$ cat config.mk
export PLATFORM = sky130hd
export DESIGN_NAME = rv_decode_pc_unit
export DESIGN_NICKNAME = d
export VERILOG_FILES = /design/src/rtl/rv_decode_pc_unit.sv
export SDC_FILE = /design/constraint.sdc
export NUM_CORES = 1
export LEC_CHECK = 0
export ABC_AREA = 0
export BUFFER_PORTS_ARGS = -buffer_cell sky130_fd_sc_hd__buf_4
export CAP_MARGIN = 20
export CORE_ASPECT_RATIO = 0.5
export CORE_MARGIN = 4
export CORE_UTILIZATION = 35
export CTS_BUF_LIST = sky130_fd_sc_hd__clkbuf_8 sky130_fd_sc_hd__clkbuf_16
export CTS_CLUSTER_DIAMETER = 120
export DETAILED_ROUTE_END_ITERATION = 16
export GPL_ROUTABILITY_DRIVEN = 0
export PLACE_DENSITY = 0.73
export SLEW_MARGIN = 20
export SYNTH_ARGS = -nofsm -noshare
export SYNTH_HDL_FRONTEND = slang
export SYNTH_SLANG_ARGS = --single-unit
$ cat constraint.sdc
create_clock -name clk -period 2 [get_ports clk]
set_clock_uncertainty 0.05 [all_clocks]
set_input_delay 0 -clock clk [delete_from_list [all_inputs] [get_ports clk]]
set_output_delay 0 -clock clk [all_outputs]
set_load 0.1 [all_outputs]
$ cat src/rtl/rv_decode_pc_unit.sv
// -----------------------------------------------------------------------------
// rv_decode_pc_unit
//
// Fetch-stage program counter register, decode-stage control unit and the
// NOP-insertion mux of a 5-stage RV32I pipeline, grouped in one block.
//
//   - The PC register holds the current fetch address. The +4 adder and the
//     instruction memory live outside; pc_in is the next PC they produce.
//   - The decoder turns the IF/ID instruction into a 21-bit control word.
//   - The mux zeroes the control word for bubbles before it enters ID/EX.
//
// Control word layout (ctrl_raw / ctrl_out):
//   [20:17] ALU_op     [16] load_instr   [15] RF_enable
//   [14:12] S2..S0     [11:9] branchType [8:7] Size
//   [6] E (mem enable) [5] SE            [4] R/W (1 = store)
//   [3] dataMemAddr    [2] AUIPC         [1] JALR     [0] JAL
//
// Ports:
//   clk           in   1   rising-edge clock
//   reset         in   1   synchronous, active-high
//   pc_in         in  32   next PC value
//   pc_le         in   1   PC load enable
//   pc_out        out 32   current PC
//   instr         in  32   instruction in ID
//   nop_sel       in   1   1 forces ctrl_out to zero
//   ctrl_raw      out 21   decoder output (combinational)
//   ctrl_out      out 21   muxed control word (combinational)
//   illegal_instr out  1   only with RV_DECODE_ILLEGAL_FLAG_EN defined;
//                          high when the instruction is not decodable
//
// Build option:
//   RV_DECODE_ILLEGAL_FLAG_EN - adds the illegal_instr output.
// -----------------------------------------------------------------------------
module rv_decode_pc_unit #(
  parameter logic [31:0] RESET_PC = 32'h0000_0000
) (
  input  logic        clk,
  input  logic        reset,
  input  logic [31:0] pc_in,
  input  logic        pc_le,
  output logic [31:0] pc_out,
  input  logic [31:0] instr,
  input  logic        nop_sel,
  output logic [20:0] ctrl_raw,
`ifdef RV_DECODE_ILLEGAL_FLAG_EN
  output logic [20:0] ctrl_out,
  output logic        illegal_instr
`else
  output logic [20:0] ctrl_out
`endif
);

  // Opcodes
  localparam logic [6:0] OP_R      = 7'b0110011;
  localparam logic [6:0] OP_I_ALU  = 7'b0010011;
  localparam logic [6:0] OP_LOAD   = 7'b0000011;
  localparam logic [6:0] OP_STORE  = 7'b0100011;
  localparam logic [6:0] OP_BRANCH = 7'b1100011;
  localparam logic [6:0] OP_LUI    = 7'b0110111;
  localparam logic [6:0] OP_AUIPC  = 7'b0010111;
  localparam logic [6:0] OP_JAL    = 7'b1101111;
  localparam logic [6:0] OP_JALR   = 7'b1100111;

  // ALU operations
  localparam logic [3:0] ALU_ADD   = 4'b0000;
  localparam logic [3:0] ALU_SUB   = 4'b0001;
  localparam logic [3:0] ALU_AND   = 4'b0010;
  localparam logic [3:0] ALU_OR    = 4'b0011;
  localparam logic [3:0] ALU_XOR   = 4'b0100;
  localparam logic [3:0] ALU_SLL   = 4'b0101;
  localparam logic [3:0] ALU_SRL   = 4'b0110;
  localparam logic [3:0] ALU_SRA   = 4'b0111;
  localparam logic [3:0] ALU_SLT   = 4'b1000;
  localparam logic [3:0] ALU_SLTU  = 4'b1001;
  localparam logic [3:0] ALU_PASSB = 4'b1010;
  localparam logic [3:0] ALU_APC4  = 4'b1011;

  // Operand-2 select
  localparam logic [2:0] SRC_RS2  = 3'b000;
  localparam logic [2:0] SRC_IIMM = 3'b001;
  localparam logic [2:0] SRC_SIMM = 3'b010;
  localparam logic [2:0] SRC_UIMM = 3'b100;

  // Branch types
  localparam logic [2:0] BR_NONE = 3'b000;
  localparam logic [2:0] BR_BEQ  = 3'b001;
  localparam logic [2:0] BR_BNE  = 3'b010;
  localparam logic [2:0] BR_BLT  = 3'b011;
  localparam logic [2:0] BR_BGE  = 3'b100;
  localparam logic [2:0] BR_BLTU = 3'b101;
  localparam logic [2:0] BR_BGEU = 3'b110;
  localparam logic [2:0] BR_UNC  = 3'b111;

  // Access sizes
  localparam logic [1:0] SZ_BYTE = 2'b00;
  localparam logic [1:0] SZ_HALF = 2'b01;
  localparam logic [1:0] SZ_WORD = 2'b10;

  // Maps funct3 (plus the funct7[5] qualifier where it matters) to an ALU op.
  // For immediate forms only the shift-right pair looks at funct7[5]; ADDI
  // must not turn into a subtract just because its immediate has bit 10 set.
  function automatic logic [3:0] alu_from_funct(input logic [2:0] f3,
                                                input logic       f7b5,
                                                input logic       is_reg);
    logic [3:0] op;
    case (f3)
      3'b000:  op = (is_reg && f7b5) ? ALU_SUB : ALU_ADD;
      3'b001:  op = ALU_SLL;
      3'b010:  op = ALU_SLT;
      3'b011:  op = ALU_SLTU;
      3'b100:  op = ALU_XOR;
      3'b101:  op = f7b5 ? ALU_SRA : ALU_SRL;
      3'b110:  op = ALU_OR;
      default: op = ALU_AND;
    endcase
    return op;
  endfunction

  // ---------------------------------------------------------------------------
  // Fetch stage: PC register
  // ---------------------------------------------------------------------------
  logic [31:0] r_pc;

  always_ff @(posedge clk) begin
    if (reset) begin
      r_pc <= RESET_PC;
    end else if (pc_le) begin
      r_pc <= pc_in;
    end
  end

  assign pc_out = r_pc;

  // ---------------------------------------------------------------------------
  // Decode stage: control unit
  // ---------------------------------------------------------------------------
  logic [6:0]  w_opcode;
  logic [2:0]  w_funct3;
  logic        w_f7b5;

  logic [3:0]  w_alu_op;
  logic        w_load;
  logic        w_rf_en;
  logic [2:0]  w_src2;
  logic [2:0]  w_br_type;
  logic [1:0]  w_size;
  logic        w_mem_en;
  logic        w_sign_ext;
  logic        w_rw;
  logic        w_mem_addr;
  logic        w_auipc;
  logic        w_jalr;
  logic        w_jal;
  logic        w_legal;
  logic [20:0] w_ctrl_fields;
  logic [20:0] w_ctrl_raw;

  assign w_opcode = instr[6:0];
  assign w_funct3 = instr[14:12];
  assign w_f7b5   = instr[30];

  // Register and immediate fields are consumed elsewhere in the pipeline.
  logic w_unused_instr_bits;
  assign w_unused_instr_bits = ^{instr[31], instr[29:15], instr[11:7]};

  always_comb begin
    w_alu_op   = ALU_ADD;
    w_load     = 1'b0;
    w_rf_en    = 1'b0;
    w_src2     = SRC_RS2;
    w_br_type  = BR_NONE;
    w_size     = SZ_BYTE;
    w_mem_en   = 1'b0;
    w_sign_ext = 1'b0;
    w_rw       = 1'b0;
    w_mem_addr = 1'b0;
    w_auipc    = 1'b0;
    w_jalr     = 1'b0;
    w_jal      = 1'b0;
    w_legal    = 1'b0;

    case (w_opcode)
      OP_R: begin
        w_legal  = 1'b1;
        w_alu_op = alu_from_funct(w_funct3, w_f7b5, 1'b1);
        w_rf_en  = 1'b1;
        w_src2   = SRC_RS2;
      end

      OP_I_ALU: begin
        w_legal  = 1'b1;
        w_alu_op = alu_from_funct(w_funct3, w_f7b5, 1'b0);
        w_rf_en  = 1'b1;
        w_src2   = SRC_IIMM;
      end

      OP_LOAD: begin
        w_alu_op   = ALU_ADD;
        w_load     = 1'b1;
        w_rf_en    = 1'b1;
        w_src2     = SRC_IIMM;
        w_mem_en   = 1'b1;
        w_mem_addr = 1'b1;
        case (w_funct3)
          3'b000: begin w_legal = 1'b1; w_size = SZ_BYTE; w_sign_ext = 1'b1; end
          3'b001: begin w_legal = 1'b1; w_size = SZ_HALF; w_sign_ext = 1'b1; end
          3'b010: begin w_legal = 1'b1; w_size = SZ_WORD; w_sign_ext = 1'b1; end
          3'b100: begin w_legal = 1'b1; w_size = SZ_BYTE; w_sign_ext = 1'b0; end
          3'b101: begin w_legal = 1'b1; w_size = SZ_HALF; w_sign_ext = 1'b0; end
          default: w_legal = 1'b0;
        endcase
      end

      OP_STORE: begin
        w_alu_op   = ALU_ADD;
        w_src2     = SRC_SIMM;
        w_mem_en   = 1'b1;
        w_rw       = 1'b1;
        w_mem_addr = 1'b1;
        case (w_funct3)
          3'b000:  begin w_legal = 1'b1; w_size = SZ_BYTE; end
          3'b001:  begin w_legal = 1'b1; w_size = SZ_HALF; end
          3'b010:  begin w_legal = 1'b1; w_size = SZ_WORD; end
          default: w_legal = 1'b0;
        endcase
      end

      OP_BRANCH: begin
        // The ALU subtracts so the branch unit can compare rs1 against rs2.
        w_alu_op = ALU_SUB;
        w_src2   = SRC_RS2;
        case (w_funct3)
          3'b000:  begin w_legal = 1'b1; w_br_type = BR_BEQ;  end
          3'b001:  begin w_legal = 1'b1; w_br_type = BR_BNE;  end
          3'b100:  begin w_legal = 1'b1; w_br_type = BR_BLT;  end
          3'b101:  begin w_legal = 1'b1; w_br_type = BR_BGE;  end
          3'b110:  begin w_legal = 1'b1; w_br_type = BR_BLTU; end
          3'b111:  begin w_legal = 1'b1; w_br_type = BR_BGEU; end
          default: w_legal = 1'b0;
        endcase
      end

      OP_LUI: begin
        w_legal  = 1'b1;
        w_alu_op = ALU_PASSB;
        w_rf_en  = 1'b1;
        w_src2   = SRC_UIMM;
      end

      OP_AUIPC: begin
        w_legal  = 1'b1;
        w_alu_op = ALU_ADD;
        w_rf_en  = 1'b1;
        w_src2   = SRC_UIMM;
        w_auipc  = 1'b1;
      end

      // Jumps write the link address (A+4); the target is computed elsewhere.
      OP_JAL: begin
        w_legal   = 1'b1;
        w_alu_op  = ALU_APC4;
        w_rf_en   = 1'b1;
        w_src2    = SRC_RS2;
        w_br_type = BR_UNC;
        w_jal     = 1'b1;
      end

      OP_JALR: begin
        w_legal   = 1'b1;
        w_alu_op  = ALU_APC4;
        w_rf_en   = 1'b1;
        w_src2    = SRC_RS2;
        w_br_type = BR_UNC;
        w_jalr    = 1'b1;
      end

      default: w_legal = 1'b0;
    endcase
  end

  assign w_ctrl_fields = {w_alu_op, w_load, w_rf_en, w_src2, w_br_type, w_size,
                          w_mem_en, w_sign_ext, w_rw, w_mem_addr,
                          w_auipc, w_jalr, w_jal};

  // Anything undecodable collapses to the all-zero word, which is a bubble.
  assign w_ctrl_raw = w_legal ? w_ctrl_fields : 21'h0;
  assign ctrl_raw   = w_ctrl_raw;

  // ---------------------------------------------------------------------------
  // ID/EX boundary: NOP-insertion mux
  // ---------------------------------------------------------------------------
  // Reset also inserts bubbles so nothing reaches EX before the pipe is live.
  assign ctrl_out = (reset || nop_sel) ? 21'h0 : w_ctrl_raw;

`ifdef RV_DECODE_ILLEGAL_FLAG_EN
  // Reports decode legality only; intentionally independent of nop_sel.
  assign illegal_instr = ~w_legal;
`endif

endmodule

==> results by group <==
Status
  – Run status: finished clean

Finish
  – Fraction of final layout cells with drive strength greater than 1: 49.0%
  – Ant diodes: 0
  – Final Util: 70.0%
  – Number of nets in the final layout: 412
  – Fillcell total: 348
  – Max reg flops: 32
  – Leading cell type in the layout, fill and taps excluded: sky130_fd_sc_hd__buf_4
  – Post-Layout Inst Area: 3230 sq um
  – Most frequent cells in the layout: sky130_fd_sc_hd__buf_4 (125), sky130_fd_sc_hd__nor2_1 (39), sky130_fd_sc_hd__mux2i_1 (32), sky130_fd_sc_hd__dlygate4sd3_1 (32), sky130_fd_sc_hd__dfxtp_1 (32)
  – Area growth from synthesis to layout: 84.5%

Die
  – Core area: 4620 sq um
  – Die area: 6270 sq um
  – Die W: 108 um
  – Number of standard-cell rows in the floorplan: 17
  – Top-level port count: 142
  – Height of the die: 58.0 um
  – Starting Density: 38.0%

Synthesis
  – Post-synthesis cell count: 200
  – Primary flip-flop cell chosen by synthesis mapping: sky130_fd_sc_hd__dfxtp_1
  – Sequential area share after synthesis: 36.6%
  – Ys async rst share: 0%
  – Yosys warnings: 0
  – Synth cell types: 41
  – Combined area of all synthesized cells: 1750 sq um
  – Flops & latches, synth: 32
  – EDFF count, synth: 0
  – Net Count, Synth: 268
  – Post-Synthesis Mean Instance Area: 8.76 sq um

Power and ir drop
  – Power share of the clock group: 26.2%
  – Switching share of power: 37.9%
  – Proportion of power drawn by flip-flops and latches: 37.4%
  – Cell internal pwr: 1160 uW
  – Combinational power share: 36.4%
  – Switching Power: 706 uW
  – LEAKAGE: 0.00161 uW
  – Maximum VDD drop: 0.000548 V
  – Power Density: 577 nW/um^2

Worst setup path
  – Startpoint Class: primary input
  – Critical path's largest stage delay: 0.34 ns
  – Cell type with the highest occurrence count on the critical path: sky130_fd_sc_hd__buf_4
  – Start point of the critical path: instr[4]
  – Data arrival time of the critical path: 1.76 ns
  – Worst endpoint required time: 1.95 ns
  – Register-to-register setup slack: 1.28 ns
  – Peak fanout along the critical path: 9
  – Logic depth of the worst register-to-register path: 2
  – Source of the worst register-to-register timing path: pc_out[5]
  – Cell at the slowest stage of the critical path: sky130_fd_sc_hd__buf_4
  – Kind of end point of the critical path: output pin
  – R2R Path End: pc_out[5]
  – Chain of cells forming the critical path: buf_4, nand4b_1, nor3_1, buf_4, a2111oi_4, buf_4, a2111oi_4, buf_4
  – Startpoint-to-endpoint class of the critical path: in2out

Worst hold path
  – Min-Delay Endpoint: pc_out[22]
  – Worst hold-check path type: in2reg
  – Number of cells traversed by the worst hold path: 2
  – Launch point of the worst hold path: reset

Routing
  – Average wire length per cell after detail routing: 14.7 um
  – Final wirelength: 6050 um
  – Total via count in the routed design: 1957
  – Number of vias per cell: 4.76
  – # DRC: 0
  – Number of nets with antenna violations after routing: 0
  – DRC marker count from the first detailed-route iteration: 51
  – Number of optimization iterations in the first detailed-route pass: 4

STA
  – Final count of hold timing violations: 0
  – Post-layout minimum cycle time: 1.81 ns
  – Worst hold margin: 0.0631 ns
  – Final worst setup slack: 0.190 ns
  – Portion of the clock cycle consumed by the worst path in the final layout: 90.5%
  – Slew @ Worst Pin: 0.693 ns
  – Slew headroom: 53.5%
  – Max Freq: 552 MHz
  – Number of max-slew violations in the final report: 0
  – Final-report setup violation count: 0
  – Unrepaired setup endpoints after global routing: no

Clocking
  – Setup bufs post-CTS: 0
  – H-tree lvl count: 2
  – CTS Hold Buffers Added: 32
  – Skew-Pair Late Insertion Delay: 0.27 ns
  – Root cell of the clock tree: sky130_fd_sc_hd__clkbuf_8
  – CTS tree: yes
  – Clock edge transition at the registers on the reported setup and hold paths: 0.06 ns
  – Total CTS buffers: 5
  – Largest buffer count on any clock path: 2
  – Clk sink count: 32
  – Count of cells resized by post-cts repair: 0

Place
  – Quantity of I/O buffers inserted on ports: 120
  – Post-placement cell area: 2820 sq um
  – Place WS: 0.211 ns
  – Post-DP HPWL: 4170 um

Global routing
  – Number of global-route vias before repair: 2064
  – First-pass GRT wire length: 9550 um
  – Maximum number of pins on one net before global-route repair: 35
  – Total congestion overflow after global routing: 0
  – All-layer global routing usage: 18.9%
  – Number of antenna violations at the first check in global routing: 0

Flow run
  – Number of maximum-capacitance violations: 0
cell type report:
class,instances,area [sq um],share of cell area [%]
multi-input cells,142,1130,35.0
clock buffers,6,82.6,2.56
flip-flops and latches,32,641,19.8
inverters,6,30.0,0.929
repair buffers,157,1260,38.9
well taps,66,82.6,2.56
clock inverters,2,7.51,0.232
layer usage:
layer / vias up / GRT usage [%] / part of all wire, %
li1: 968 / - / -
met1: 920 / 18.8 / 38
met2: 58 / 38.5 / 54
met3: 11 / 4.89 / 6.5
met4: 0 / 5.94 / 1.5
met5: - / 0 / 0
Yosys cell counts, types with 4 or more instances:
master | number | share of area [%]
sky130_fd_sc_hd__dfxtp_1 | 32 | 37
sky130_fd_sc_hd__o21ai_0 | 7 | 2.0
sky130_fd_sc_hd__a21o_1 | 4 | 1.7
sky130_fd_sc_hd__nand2b_1 | 4 | 1.4
sky130_fd_sc_hd__nor3_1 | 9 | 2.6
sky130_fd_sc_hd__nand2_1 | 5 | 1.1
sky130_fd_sc_hd__mux2i_1 | 32 | 18
sky130_fd_sc_hd__inv_1 | 5 | 1.1
sky130_fd_sc_hd__clkbuf_1 | 6 | 1.3
sky130_fd_sc_hd__buf_4 | 5 | 2.1
sky130_fd_sc_hd__and2_1 | 7 | 2.5
sky130_fd_sc_hd__nor2_1 | 43 | 9.2
power groups by stage:
stage	clock network [uW]	logic, uW	registers, uW
2_1_floorplan	0	197	981
3_3_place_gp	0	616	707
3_5_place_dp	0	623	709
4_1_cts	501	674	696
5_1_grt	527	707	701
6_report	489	679	697
worst max-delay path: cells and delay by family:
family | cells | cell delay [ns]
buffers and inverters | 4 | 0.86
and+or+nand+nor | 2 | 0.54
AOI/OAI and AO/OA | 2 | 0.36
how the worst max path moves through the flow:
stage	to	slack, ns	depth (start not counted)
5_1_grt	ctrl_out[17]	0.08	8
3_3_place_gp	ctrl_out[17]	0.22	8
3_5_place_dp	ctrl_out[17]	0.21	8
2_1_floorplan	ctrl_out[19]	-0.53	5
4_1_cts	ctrl_out[17]	0.21	8
6_report	ctrl_out[17]	0.19	8
cell families (layout without fill, tap and decap cells):
group                     count (synthesis)  in the layout  share of synthesized area (%)
DFF                                      32             32                           36.6
muxes                                    32             32                           18.3
buffers and inverters                    26            171                           9.29
xor gates and xnor gates                  1              1                          0.500
AOI/OAI and AO/OA                        22             22                           9.00
and+or+nand+nor                          87             87                           26.4
metrics by stage:
stage          TNS, ns  power (uW)  instances
2_1_floorplan    -2.19        1180        200
3_3_place_gp         0        1320        371
3_5_place_dp         0        1330        371
4_1_cts              0        1870        411
5_1_grt              0        1940        411
6_report             0        1860        411
Power figures use the tool's default switching activity.
